**src/rtl/key_index_encoder_if.sv**
```systemverilog
// Valid/ready event channel carrying the encoded key position and multi-press flag.
interface key_index_encoder_if;
  logic [2:0] number;
  logic       multi;
  logic       valid;
  logic       ready;

  modport master (output number, output multi, output valid, input ready);
  modport slave  (input number, input multi, input valid, output ready);
endinterface

```
**src/rtl/key_index_encoder.sv**
```systemverilog
// Sync + debounce 8 key lines, priority-encode new presses (lowest wins); valid rises 3+DB_CYCLES edges after a change.
// One-deep holding register: a press arriving while the held event is unconsumed is dropped and flagged in sticky overrun.
module key_index_encoder #(
  parameter int unsigned DB_CYCLES = 4
) (
  input  logic                       clk,
  input  logic                       rst_n,
  input  logic [7:0]                 keys_i,
  input  logic                       clr_overrun_i,
  output logic                       overrun_o,
  key_index_encoder_if.master        out_if
);

  localparam logic [7:0] DB_LAST = 8'(DB_CYCLES - 1);

  typedef enum logic {IDLE = 1'b0, HOLD = 1'b1} state_t;

  state_t     state_q, state_d;
  logic [7:0] s1_q, s2_q;
  logic [7:0] db_q, db_d;
  logic [7:0] cnt_q, cnt_d;
  logic [7:0] press_q, press_d;
  logic [2:0] number_q, number_d;
  logic       multi_q, multi_d;
  logic       overrun_q, overrun_d;
  logic [2:0] idx;
  logic       mul;

  // s1 != s2 means s2 takes a new value on this edge, so its stable run restarts.
  always_comb begin
    db_d    = db_q;
    cnt_d   = cnt_q;
    press_d = '0;
    if ((s2_q == db_q) || (s1_q != s2_q)) begin
      cnt_d = '0;
    end else if (cnt_q == DB_LAST) begin
      db_d    = s2_q;
      cnt_d   = '0;
      press_d = s2_q & ~db_q;
    end else begin
      cnt_d = cnt_q + 8'd1;
    end
  end

  always_comb begin
    idx = 3'd0;
    for (int i = 7; i >= 0; i--) begin
      if (press_q[i]) idx = 3'(i);
    end
    mul = (press_q & (press_q - 8'd1)) != 8'd0;
  end

  always_comb begin
    state_d   = state_q;
    number_d  = number_q;
    multi_d   = multi_q;
    overrun_d = overrun_q & ~clr_overrun_i;
    case (state_q)
      IDLE: begin
        if (press_q != 8'd0) begin
          number_d = idx;
          multi_d  = mul;
          state_d  = HOLD;
        end
      end
      HOLD: begin
        if (out_if.ready) begin
          if (press_q != 8'd0) begin
            number_d = idx;
            multi_d  = mul;
          end else begin
            state_d = IDLE;
          end
        end else if (press_q != 8'd0) begin
          // Set beats a simultaneous clear.
          overrun_d = 1'b1;
        end
      end
      default: state_d = IDLE;
    endcase
  end

  always_ff @(posedge clk or negedge rst_n) begin
    if (!rst_n) begin
      state_q   <= IDLE;
      s1_q      <= '0;
      s2_q      <= '0;
      db_q      <= '0;
      cnt_q     <= '0;
      press_q   <= '0;
      number_q  <= '0;
      multi_q   <= 1'b0;
      overrun_q <= 1'b0;
    end else begin
      state_q   <= state_d;
      s1_q      <= keys_i;
      s2_q      <= s1_q;
      db_q      <= db_d;
      cnt_q     <= cnt_d;
      press_q   <= press_d;
      number_q  <= number_d;
      multi_q   <= multi_d;
      overrun_q <= overrun_d;
    end
  end

  assign out_if.number = number_q;
  assign out_if.multi  = multi_q;
  assign out_if.valid  = (state_q == HOLD);
  assign overrun_o     = overrun_q;

endmodule

```
**src/flat_wrapper.sv**
```systemverilog
// flat-port wrapper written by rule: the top's interface ports become plain ports
module key_index_encoder_flat 
#(
  parameter int unsigned DB_CYCLES = 4
)
  (clk, rst_n, keys_i, clr_overrun_i, overrun_o, out_if_number, out_if_multi, out_if_valid, out_if_ready);
  key_index_encoder_if out_if_i ();
  input  logic clk;
  input  logic rst_n;
  input  logic [7:0] keys_i;
  input  logic clr_overrun_i;
  output logic overrun_o;
  output wire logic [$bits(out_if_i.number)-1:0] out_if_number;
  output wire logic [$bits(out_if_i.multi)-1:0] out_if_multi;
  output wire logic [$bits(out_if_i.valid)-1:0] out_if_valid;
  input wire logic [$bits(out_if_i.ready)-1:0] out_if_ready;
  assign out_if_number = out_if_i.number;
  assign out_if_multi = out_if_i.multi;
  assign out_if_valid = out_if_i.valid;
  assign out_if_i.ready = out_if_ready;
  key_index_encoder #(.DB_CYCLES(DB_CYCLES)) u_core (.clk(clk), .rst_n(rst_n), .keys_i(keys_i), .clr_overrun_i(clr_overrun_i), .overrun_o(overrun_o), .out_if(out_if_i));
endmodule
```
**config.mk**
```make
export PLATFORM = sky130hd
export DESIGN_NAME = key_index_encoder_flat
export DESIGN_NICKNAME = d
export VERILOG_FILES = /design/src/rtl/key_index_encoder_if.sv /design/src/rtl/key_index_encoder.sv /design/src/flat_wrapper.sv
export SDC_FILE = /design/constraint.sdc
export NUM_CORES = 1
export LEC_CHECK = 0
export CAP_MARGIN = 20
export CORE_MARGIN = 3
export CORE_UTILIZATION = 40
export CTS_CLUSTER_SIZE = 16
export DETAILED_ROUTE_END_ITERATION = 6
export DONT_BUFFER_PORTS = 1
export PLACE_DENSITY_LB_ADDON = 0.05
export SYNTH_ARGS = -nofsm -noshare
export SYNTH_HDL_FRONTEND = slang
export SYNTH_SLANG_ARGS = --single-unit
```
**constraint.sdc**
```tcl
create_clock -name clk -period 5.7 [get_ports clk]
set_clock_uncertainty 0.05 [all_clocks]
set_input_delay 0.57 -clock clk [delete_from_list [all_inputs] [get_ports clk]]
set_output_delay 0.57 -clock clk [all_outputs]
set_load 0.02 [all_outputs]
```
After elaboration in Yosys (flattened, before gate mapping)
Cells that the tools add are included.
W data, S select, Z words.
- word-level logic and storage cells: 50
- bits of input ports: 12
- output and inout port bits: 6
- register bits: 46
- muxes and demuxes: 24
- equality and inequality tests: 4
- $add $sub $neg: 2
- bitwise operators: 7
- reduce and logical (&&, ||, !) cells: 4
- operators with widths (kind ; number):
    $mux W8 ; 4
    $mux W3 ; 10
    $and A8 B8 Y8 ; 2
    $reduce_bool A8 Y1 ; 2
    $add A8 B1 Y8 const B ; 1
    $eq A8 B2 Y1 const B ; 1
    $eq A8 B8 Y1 ; 1
    $ne A8 B8 Y1 ; 1
    $not A8 Y8 ; 1
    $sub A8 B1 Y8 const B ; 1
    $mux W1 ; 7
    $pmux W3 S2 ; 1
    $pmux W1 S2 ; 2
    $not A1 Y1 ; 3
    $ne A2 B2 Y1 const B ; 1
    $reduce_and A2 Y1 ; 1
    $and A1 B1 Y1 ; 1
    $logic_or A1 B1 Y1 ; 1

Depth between registers and ports, before layout
Gate-level depths: netlist (run 1).
- word-level depth: 11
- mapped depth: 7
- depth with buffers taken out: 6

Worst setup path after synthesis (run 1)
OpenSTA, ideal clock, no wires.
- path type: register to register
- start: reg u_core.s1_q[5]
- end: reg u_core.db_q[5]
- cell stages (with the launch flop): 7
- clock period less this slack: 1840 ps
- setup slack: 3860 ps
- data arrival time: 1665 ps
- required time: 5525 ps
- cell sequence: dfrtp_1 > xor2_1 > nor4_1 > o211ai_1 > nor2_2 > buf_4 > mux2_2
- cells in the longest elaborated chain, start to end: 4
- RTL lines (item ; line ; RTL):
    from (decl) ; key_index_encoder.sv:19 ; logic [7:0] s1_q, s2_q;
    from (signal assigned) ; key_index_encoder.sv:96 ; s1_q <= keys_i;
    $ne A8 B8 Y1 ; key_index_encoder.sv:34 ; if ((s2_q == db_q) || (s1_q != s2_q)) begin
    $logic_or A1 B1 Y1 ; key_index_encoder.sv:34 ;
    $not A1 Y1 (no line) ; - ;
    $reduce_and A2 Y1 (no line) ; - ;
    to (signal assigned) ; key_index_encoder.sv:88 ; db_q <= '0;
    to (signal assigned) ; key_index_encoder.sv:98 ; db_q <= db_d;
    to (decl) ; key_index_encoder.sv:20 ; logic [7:0] db_q, db_d;
Every way passes these cells.
A chain may end at the register's enable or synchronous reset.

Worst setup path after layout (run 1)
- start: reg u_core.s2_q[5]
- end: reg u_core.db_q[0]
- cells in the longest elaborated chain, start to end: 4
- RTL lines (item ; line ; RTL):
    from (decl) ; key_index_encoder.sv:19 ;
    from (signal assigned) ; key_index_encoder.sv:97 ; s2_q <= s1_q;
    $eq A8 B8 Y1 or $ne A8 B8 Y1 (tied branches) ; key_index_encoder.sv:34 ;
    $logic_or A1 B1 Y1 (*) ; key_index_encoder.sv:34 ;
    $not A1 Y1 (no line) (*) ; - ;
    $reduce_and A2 Y1 (no line) (*) ; - ;
Mark *: on every way between the ends. The rest lies on a longest branch, timed or not.

==> results.cfg, run 1 <==
[yosys]
synth-edff-count = 0
yosys.area.top_type = dfrtp_1
synth_top_area_share_pct = 61.2
yosysMostFrequentCell = dfrtp_1
synth-seq-area-share_pct = 61.2
synthFlopType = dfrtp_1
syn_area_mm2 = 0.00188
syn_nets = 172
synth_warnings = 0
synth.distinct_cells = 32
netlist_instances = 151
synth_area_leaders = dfrtp_1, ha_1, xor2_1
synth_common_cells = dfrtp_1, inv_1, xor2_1, nor2_1
yosys_register_bits = 46
ys_async_sr_fraction_pct = 100
avgSynthCellArea_um2 = 12.5

[place]
numPortBuffers = 0
gp_congestion = 0.733
postPlaceCellArea_mm2 = 0.00194
dp_cells = 201
hpwl_um = 1870

[timing]
min_period_ns = 2.23
tightest_slew_ns = 0.618
finalCritPeriodShare_pct = 39.1
setup_tns_ns = 0
whs_ns = 0.0666
final_max_slew_viol_count = 0
hold_viol = 0
setup_viol = 0
rsz0062_at_grt = false
fmax_mhz = 449
max_slew_margin_pct = 58.8

[finish]
syn2layout_area_growth_pct = 9.18
layout-drive-gt1-share_pct = 13.3
utilization_pct = 46.2
final_cell_area_mm2 = 0.00205
antenna_cells = 0
fill_cells = 422
final_nets = 178
layout.cells.non_filler = 210

[clocking]
htreeDepth = 2
cts.clk_slew.worst_paths_ns = 0.08
cts_num_sinks = 46
cts.path.max_buffers = 2
clock-root-buffer = clkbuf_8
cts_tree = yes
cts_resized = 0
post_cts_buffers = 0
insertion_delay_ns = 0.29
numCtsBuffers = 5

[floorplan]
die_y_um = 74.6
placement_rows = 24
core_area_mm2 = 0.00444
die_w_um = 74.6
die_area_mm2 = 0.00556
start_util_pct = 42.3
num_io_pins = 18

[worst_setup_path]
crit_fanout = 16
slowest_stage = nor2_2
worstPathCellList = xor2_1 > nor4_1 > o211ai_1 > nor2_2 > mux2_2
crit_arrival_ns = 2.35
crit_path_end = u_core.db_q[0]$_DFFE_PN0P_
end_kind = flip-flop
required_ns = 5.82
cp.depth = 5
reg2reg_to = u_core.db_q[0]$_DFFE_PN0P_
worstSetupStartpointType = flip-flop
ff2ff_path_depth = 5
crit_buf_inv = 0
reg2reg_slack_ns = 3.47
r2r-start = u_core.s2_q[5]$_DFF_PN0_
critPathKind = reg -> reg
critical-path-max-stage-delay_ns = 0.51
startpoint = u_core.s2_q[5]$_DFF_PN0_
cp_top_family = simple AND/OR/NAND/NOR gates

[hold_path]
hp-class = in -> async

[global_route]
grt_pass1_wl_um = 4520
grt_usage_pct = 11.2
grt_max_degree = 47
grt_pass1_vias = 1020
antenna_found_initial = 0
grt_overflow = 0

[run_status]
status = completed

[pwr]
p_leak_nw = 0.940
power_density_mw_per_mm2 = 267
vdd.ir_drop.worst_uv = 168

[routing]
vias = 1069
firstDrtPassIters = 4
detail-route-antenna-nets = 0
drc_errors = 0
drt_wl_total_um = 2590
vias_per_cell = 5.09
wl_per_cell_um = 12.3
drt_iter0_markers = 21

[flow_run]
drv_cap = 0
state kept, by name, summed over array words and instances, names as in the netlist:
register,count
u_core.s1_q,8
u_core.out_if.valid,1
u_core.cnt_q,8
u_core.press_q,8
u_core.db_q,8
u_core.s2_q,8
u_core.out_if.multi,1
u_core.overrun_o,1
u_core.out_if.number,3
area by class of cell:
type / instances / area, um^2 / share of cell area [%]
clock buffer: 7 / 86.3 / 4.20
sequential: 46 / 1150 / 56.0
timing repair buffer: 1 / 27.5 / 1.34
clock inverter: 1 / 5.00 / 0.244
inverter: 12 / 45.0 / 2.19
multi-input combinational: 91 / 674 / 32.8
tap: 52 / 65.1 / 3.17
where the power goes:
group	switching [mW]	internal [mW]	leakage [nW]	total, mW
Combinational	0.00944	0.00639	0.286	0.0158
Clock	0.0977	0.0977	0.0482	0.195
Sequential	0.00472	0.332	0.606	0.337
Total	0.112	0.436	0.940	0.548
stage by stage:
stage	total power [mW]	worst slack [ns]
after floorplan	0.348	3.86
after global placement	0.352	3.42
after detailed placement	0.352	3.43
after CTS	0.559	3.42
after global routing	0.576	3.28
final	0.548	3.47
worst min path at each step:
stage          start  slack (ns)  depth (start not counted)                                  end
6_report       rst_n        0.07                          1  u_core.out_if.number[0]$_DFFE_PN0P_
5_1_grt        rst_n        0.06                          1        u_core.out_if.valid$_DFF_PN0_
4_1_cts        rst_n        0.07                          1  u_core.out_if.number[0]$_DFFE_PN0P_
3_5_place_dp   rst_n        0.23                          0  u_core.out_if.number[0]$_DFFE_PN0P_
3_3_place_gp   rst_n        0.23                          0  u_core.out_if.number[0]$_DFFE_PN0P_
2_1_floorplan  rst_n        0.22                          0            u_core.cnt_q[0]$_DFF_PN0_
kinds of logic after synthesis:
family                   count (synthesis)  share of synthesized area [%]
AO/OA/AOI/OAI                           14                           4.99
multiplexers                             9                           5.39
AND/OR/NAND/NOR                         44                           12.4
flip-flops                              46                           61.2
XOR/XNOR                                14                           6.52
buffers and inverters                   14                           2.99
adder cells (fa/ha/maj)                 10                           6.52
cell usage in the layout, fill, tap and decap left out, types with 3 or more instances in the layout:
| cell | netlist | routed |
|---|---|---|
| xor2_1 | 12 | 12 |
| a21oi_1 | 4 | 4 |
| inv_1 | 12 | 12 |
| mux2_2 | 9 | 9 |
| nand2_1 | 5 | 5 |
| dfrtp_1 | 46 | 46 |
| nand3_1 | 4 | 4 |
| nor3_1 | 3 | 3 |
| clkbuf_8 | 0 | 6 |
| and2_1 | 8 | 8 |
| ha_1 | 9 | 9 |
| nor2_1 | 10 | 10 |
routing by layer:
metal	GRT usage, %	wire [um]	up-vias
met4	4.74	35	0
met1	12.4	1160	516
met2	18.2	1270	24
met3	5.41	130	4
met5	0	0	-
li1	-	-	525
timing repair:
action / CTS / global route
hold buffers: 1 / 0
hold endpoints to repair: 46 / 0
setup endpoints to repair: 0 / 0
Power figures use the tool's default switching activity.
==> run 2: changes to the inputs <==
==> constraint.sdc (replaced) <==
create_clock -name clk -period 2.31 [get_ports clk]
set_clock_uncertainty 0.05 [all_clocks]
set_input_delay 0.231 -clock clk [delete_from_list [all_inputs] [get_ports clk]]
set_output_delay 0.231 -clock clk [all_outputs]
set_load 0.02 [all_outputs]
==> results.cfg, run 2 (synthesized netlist as in run 1, its figures left out) <==
[finish]
multiInputGateArea_um2 = 674
final_nets = 190
register_area_mm2 = 0.00115
antenna_cells = 0
fill_cells = 417
final_cell_mix = dfrtp_1, inv_1, xor2_1, nor2_1, dlygate4sd3_1
syn2layout_area_growth_pct = 14.8
layout-drive-gt1-share_pct = 13.1
final_common_cell = dfrtp_1

[global_route]
grt_pass1_wl_um = 4750
antenna_found_initial = 0
grt_overflow = 0
grt_pass1_vias = 1048
grt_max_degree = 47
grt_usage_pct = 11.7

[clocking]
clock-root-buffer = clkbuf_8
cts_num_sinks = 46
htreeDepth = 2
cts_tree = yes
cts.clk_slew.worst_paths_ns = 0.08
cts.path.max_buffers = 2
cts_resized = 0
numCtsBuffers = 5
post_cts_buffers = 0
insertion_delay_ns = 0.28

[run_status]
status = completed

[timing]
min_period_ns = 1.89
setup_viol = 0
finalCritPeriodShare_pct = 82.0
hold_viol = 0
final_max_slew_viol_count = 0
tightest_slew_ns = 0.314
setup_tns_ns = 0
fmax_mhz = 528
rsz0062_at_grt = false
timing.final.ws_setup_ns = 0.415
max_slew_margin_pct = 78.9

[flow_run]
drv_cap = 0

[place]
hpwl_um = 1990
numPortBuffers = 0
gp_congestion = 0.694
dp_slack_ns = 0.369

[routing]
drt_wl_total_um = 2770
detail-route-antenna-nets = 0
firstDrtPassIters = 4
wl_per_cell_um = 12.6
drc_errors = 0
vias = 1079
vias_per_cell = 4.90
drt_iter0_markers = 48

[hold_path]
whs_path_depth = 2
hp-class = in -> reg

[pwr]
vdd.ir_drop.worst_uv = 415
power_density_mw_per_mm2 = 625
p_leak_nw = 0.987

[worst_setup_path]
worstSetupStartpointType = flip-flop
critical-path-max-stage-delay_ns = 0.42
cp.depth = 6
crit_fanout = 10
crit_arrival_ns = 2.02
ff2ff_path_depth = 6
critPathKind = reg -> reg
worstPathCellList = xor2_1 > nor4_1 > o211ai_1 > nor2_2 > buf_4 > mux2_2
crit_buf_inv = 1
slowest_stage = dfrtp_1
required_ns = 2.43
cp_top_family = simple AND/OR/NAND/NOR gates
end_kind = flip-flop

[floorplan]
die_w_um = 74.6
die_y_um = 74.6
die_area_mm2 = 0.00556
start_util_pct = 42.3
placement_rows = 24
num_io_pins = 18
core_area_mm2 = 0.00444
==> run 2: changes by cell type in the layout (fill, tap and decap cells not counted), sizes merged <==
| cell | delta |
|---|---|
| clkinv | -1 |
| dlygate4sd3 | +10 |
| buf | +2 |
| clkbuf | -1 |
==> run 2: repair_timing <==
item                                   4_1_cts  5_1_grt
endpoints found under the hold margin       55        0
setup endpoints to repair                    0        0
hold buffers                                11        0
==> run 2: routing by layer <==
metal | track usage (%) | wire length, um
met1 | 14.7 | 1250
met2 | 18.0 | 1380
met3 | 4.19 | 121
met4 | 5.93 | 26
met5 | 0 | 0
==> run 2: worst reg2reg max path: cells and delay by family (launching register included) <==
family | cells | cell delay (ns)
multiplexers | 1 | 0.34
flip-flops | 1 | 0.42
buffers and inverters | 1 | 0.17
AND/OR/NAND/NOR | 2 | 0.47
XOR/XNOR | 1 | 0.16
AO/OA/AOI/OAI | 1 | 0.18
==> run 2: where the power goes <==
group          switching [mW]  internal (mW)  total (mW)
logic                  0.0269         0.0273      0.0541
registers              0.0115          0.819       0.830
clock network           0.235          0.231       0.465
total                   0.273           1.08        1.35
==> run 2: worst paths after layout <==
kind | slack [ns] | endpoint | from
max in group asynchronous | 1.60 | u_core.db_q[4]$_DFFE_PN0P_ | rst_n
max | 0.42 | u_core.db_q[2]$_DFFE_PN0P_ | u_core.s2_q[5]$_DFF_PN0_
min | 0.19 | u_core.out_if.valid$_DFF_PN0_ | out_if_ready
min reg2reg | 0.35 | u_core.s2_q[5]$_DFF_PN0_ | u_core.s1_q[5]$_DFF_PN0_
max reg2reg | 0.42 | u_core.db_q[2]$_DFFE_PN0P_ | u_core.s2_q[5]$_DFF_PN0_
min in group asynchronous | 0.40 | u_core.out_if.valid$_DFF_PN0_ | rst_n
==> run 2: metrics by stage <==
stage                     hold WS (ns)  std cells  cell area (um^2)  power (mW)  util (%)
after global routing             0.199        220              2160        1.42      48.6
after CTS                        0.175        220              2160        1.37      48.6
after detailed placement        -0.114        203              1950       0.869      43.9
after global placement          -0.114        203              1950       0.869      43.9
final                            0.185        220              2160        1.35      48.6
after floorplan                 -0.115        151              1880       0.860         -
==> run 2: layout make-up <==
class / count / area share (%)
sequential: 46 / 53.3
multi-input combinational: 91 / 31.2
timing repair buffer: 13 / 6.60
clock buffer: 6 / 3.82
tap: 52 / 3.01
inverter: 12 / 2.08
==> run 3: changes to the inputs <==
==> constraint.sdc (replaced) <==
create_clock -name clk -period 1.7 [get_ports clk]
set_clock_uncertainty 0.05 [all_clocks]
set_input_delay 0.17 -clock clk [delete_from_list [all_inputs] [get_ports clk]]
set_output_delay 0.17 -clock clk [all_outputs]
set_load 0.02 [all_outputs]
==> results.cfg, run 3 (synthesized netlist as in run 1, its figures left out) <==
[run_status]
status = finished with violations
violations = negative setup slack

[finish]
utilization_pct = 55.0
syn2layout_area_growth_pct = 29.8
final_common_cell = dfrtp_1
final_cell_mix = dfrtp_1, buf_4, inv_1, xor2_1
final_nets = 208
layout-drive-gt1-share_pct = 28.2
antenna_cells = 0
layout.cells.non_filler = 240
final_cell_area_mm2 = 0.00244

[global_route]
antenna_found_initial = 0
grt_overflow = 0
grt_use_met3_pct = 3.78
grt_pass1_vias = 1227
grt_busiest_layer = met2
grt_max_degree = 47
grt_usage_pct = 12.4
grt_util_met2_pct = 20.9
grt_pass1_wl_um = 5210
met1_usage_pct = 14.8

[place]
numPortBuffers = 0
dp_cells = 219
dp_slack_ns = -0.183
hpwl_um = 2120
postPlaceCellArea_mm2 = 0.00210
gp_congestion = 0.705

[clocking]
htreeDepth = 2
cts_tree = yes
insertion_delay_ns = 0.29
cts_num_sinks = 46
cts.path.max_buffers = 2
cts.clk_slew.worst_paths_ns = 0.08
numCtsBuffers = 5
clock-root-buffer = clkbuf_8

[timing]
final_max_slew_viol_count = 0
setup_tns_ns = -1.02
timing.final.ws_setup_ns = -0.134
setup_viol = 11
tightest_slew_ns = 0.247
whs_ns = 0.170
min_period_ns = 1.83
rsz0062_at_grt = true
max_slew_margin_pct = 83.3
fmax_mhz = 545
finalCritPeriodShare_pct = 108
hold_viol = 0

[hold_path]
hp-class = in -> reg
hold_start = out_if_ready

[routing]
vias_per_cell = 4.84
firstDrtPassIters = 3
drt_wl_total_um = 3000
wl_per_cell_um = 12.5
vias = 1161
drc_errors = 0
detail-route-antenna-nets = 0
drt_iter0_markers = 23

[floorplan]
die_w_um = 74.6
die_area_mm2 = 0.00556
start_util_pct = 42.3
num_io_pins = 18
die_y_um = 74.6
core_area_mm2 = 0.00444
placement_rows = 24

[worst_setup_path]
crit_fanout = 8
critical-path-max-stage-delay_ns = 0.43
required_ns = 1.83
critPathKind = reg -> reg
startpoint = u_core.s2_q[3]$_DFF_PN0_
worstSetupStartpointType = flip-flop
r2r-start = u_core.s2_q[3]$_DFF_PN0_
end_kind = flip-flop
worstPathCellList = xor2_1 > nor4_2 > o211ai_1 > nor2_2 > buf_4 > mux2_2
crit_arrival_ns = 1.96
slowest_stage = dfrtp_1

[flow_run]
drv_cap = 0

[pwr]
power_density_mw_per_mm2 = 818
p_leak_nw = 1.11
vdd.ir_drop.worst_uv = 529
power.total_mw = 2.00
-- run 3: cell types whose count changed in the layout (fill, tap and decap cells not counted), sizes merged --
cell | before | now
buf | 3 | 21
bufinv | 0 | 1
clkbuf | 6 | 5
clkinv | 0 | 2
-- run 3: layout make-up --
| cell class | count | area (um^2) |
|---|---|---|
| timing repair buffer | 31 | 289 |
| tap | 52 | 65.1 |
| inverter | 12 | 45.0 |
| sequential | 46 | 1150 |
| clock inverter | 3 | 40.0 |
| fill | 405 | 2000 |
| multi-input combinational | 91 | 783 |
| clock buffer | 5 | 68.8 |
-- run 3: path summary, 6_finish.rpt --
path,endpoint,slack (ns),cells past startpoint
setup reg to reg,u_core.db_q[1]$_DFFE_PN0P_,-0.13,6
hold / removal,u_core.out_if.valid$_DFF_PN0_,0.17,2
setup / recovery,u_core.db_q[1]$_DFFE_PN0P_,-0.13,6
hold reg to reg,u_core.s2_q[6]$_DFF_PN0_,0.35,0
min in group asynchronous,u_core.out_if.number[0]$_DFFE_PN0P_,0.33,2
max in group asynchronous,u_core.cnt_q[2]$_DFF_PN0_,1.06,2
-- run 3: timing repair --
action                     in CTS  in global routing
resized for setup               6                 11
hold buffers                   11                  0
cloned                          0                  0
setup endpoints to repair      17                 25
hold endpoints to repair       55                  0
setup buffers                   1                  1
pin swaps                       4                  2
-- run 3: report_power, final --
group | internal (mW) | switching [mW] | total (mW)
registers | 1.11 | 0.0158 | 1.13
logic | 0.0469 | 0.0435 | 0.0904
clock network | 0.433 | 0.345 | 0.778
-- run 3: layer usage --
layer | vias up | share of wire [%]
met5 | - | 0
met4 | 0 | 1.3
met3 | 5 | 3.3
met2 | 19 | 51
met1 | 559 | 44
li1 | 578 | -
-- run 3: worst max-delay path: cells and delay by family, from the launching register on --
kind	cells	cell delay [ns]
DFF	1	0.43
and+or+nand+nor	2	0.43
muxes	1	0.33
xor gates and xnor gates	1	0.17
AOI/OAI and AO/OA	1	0.16
buffers and inverters	1	0.16
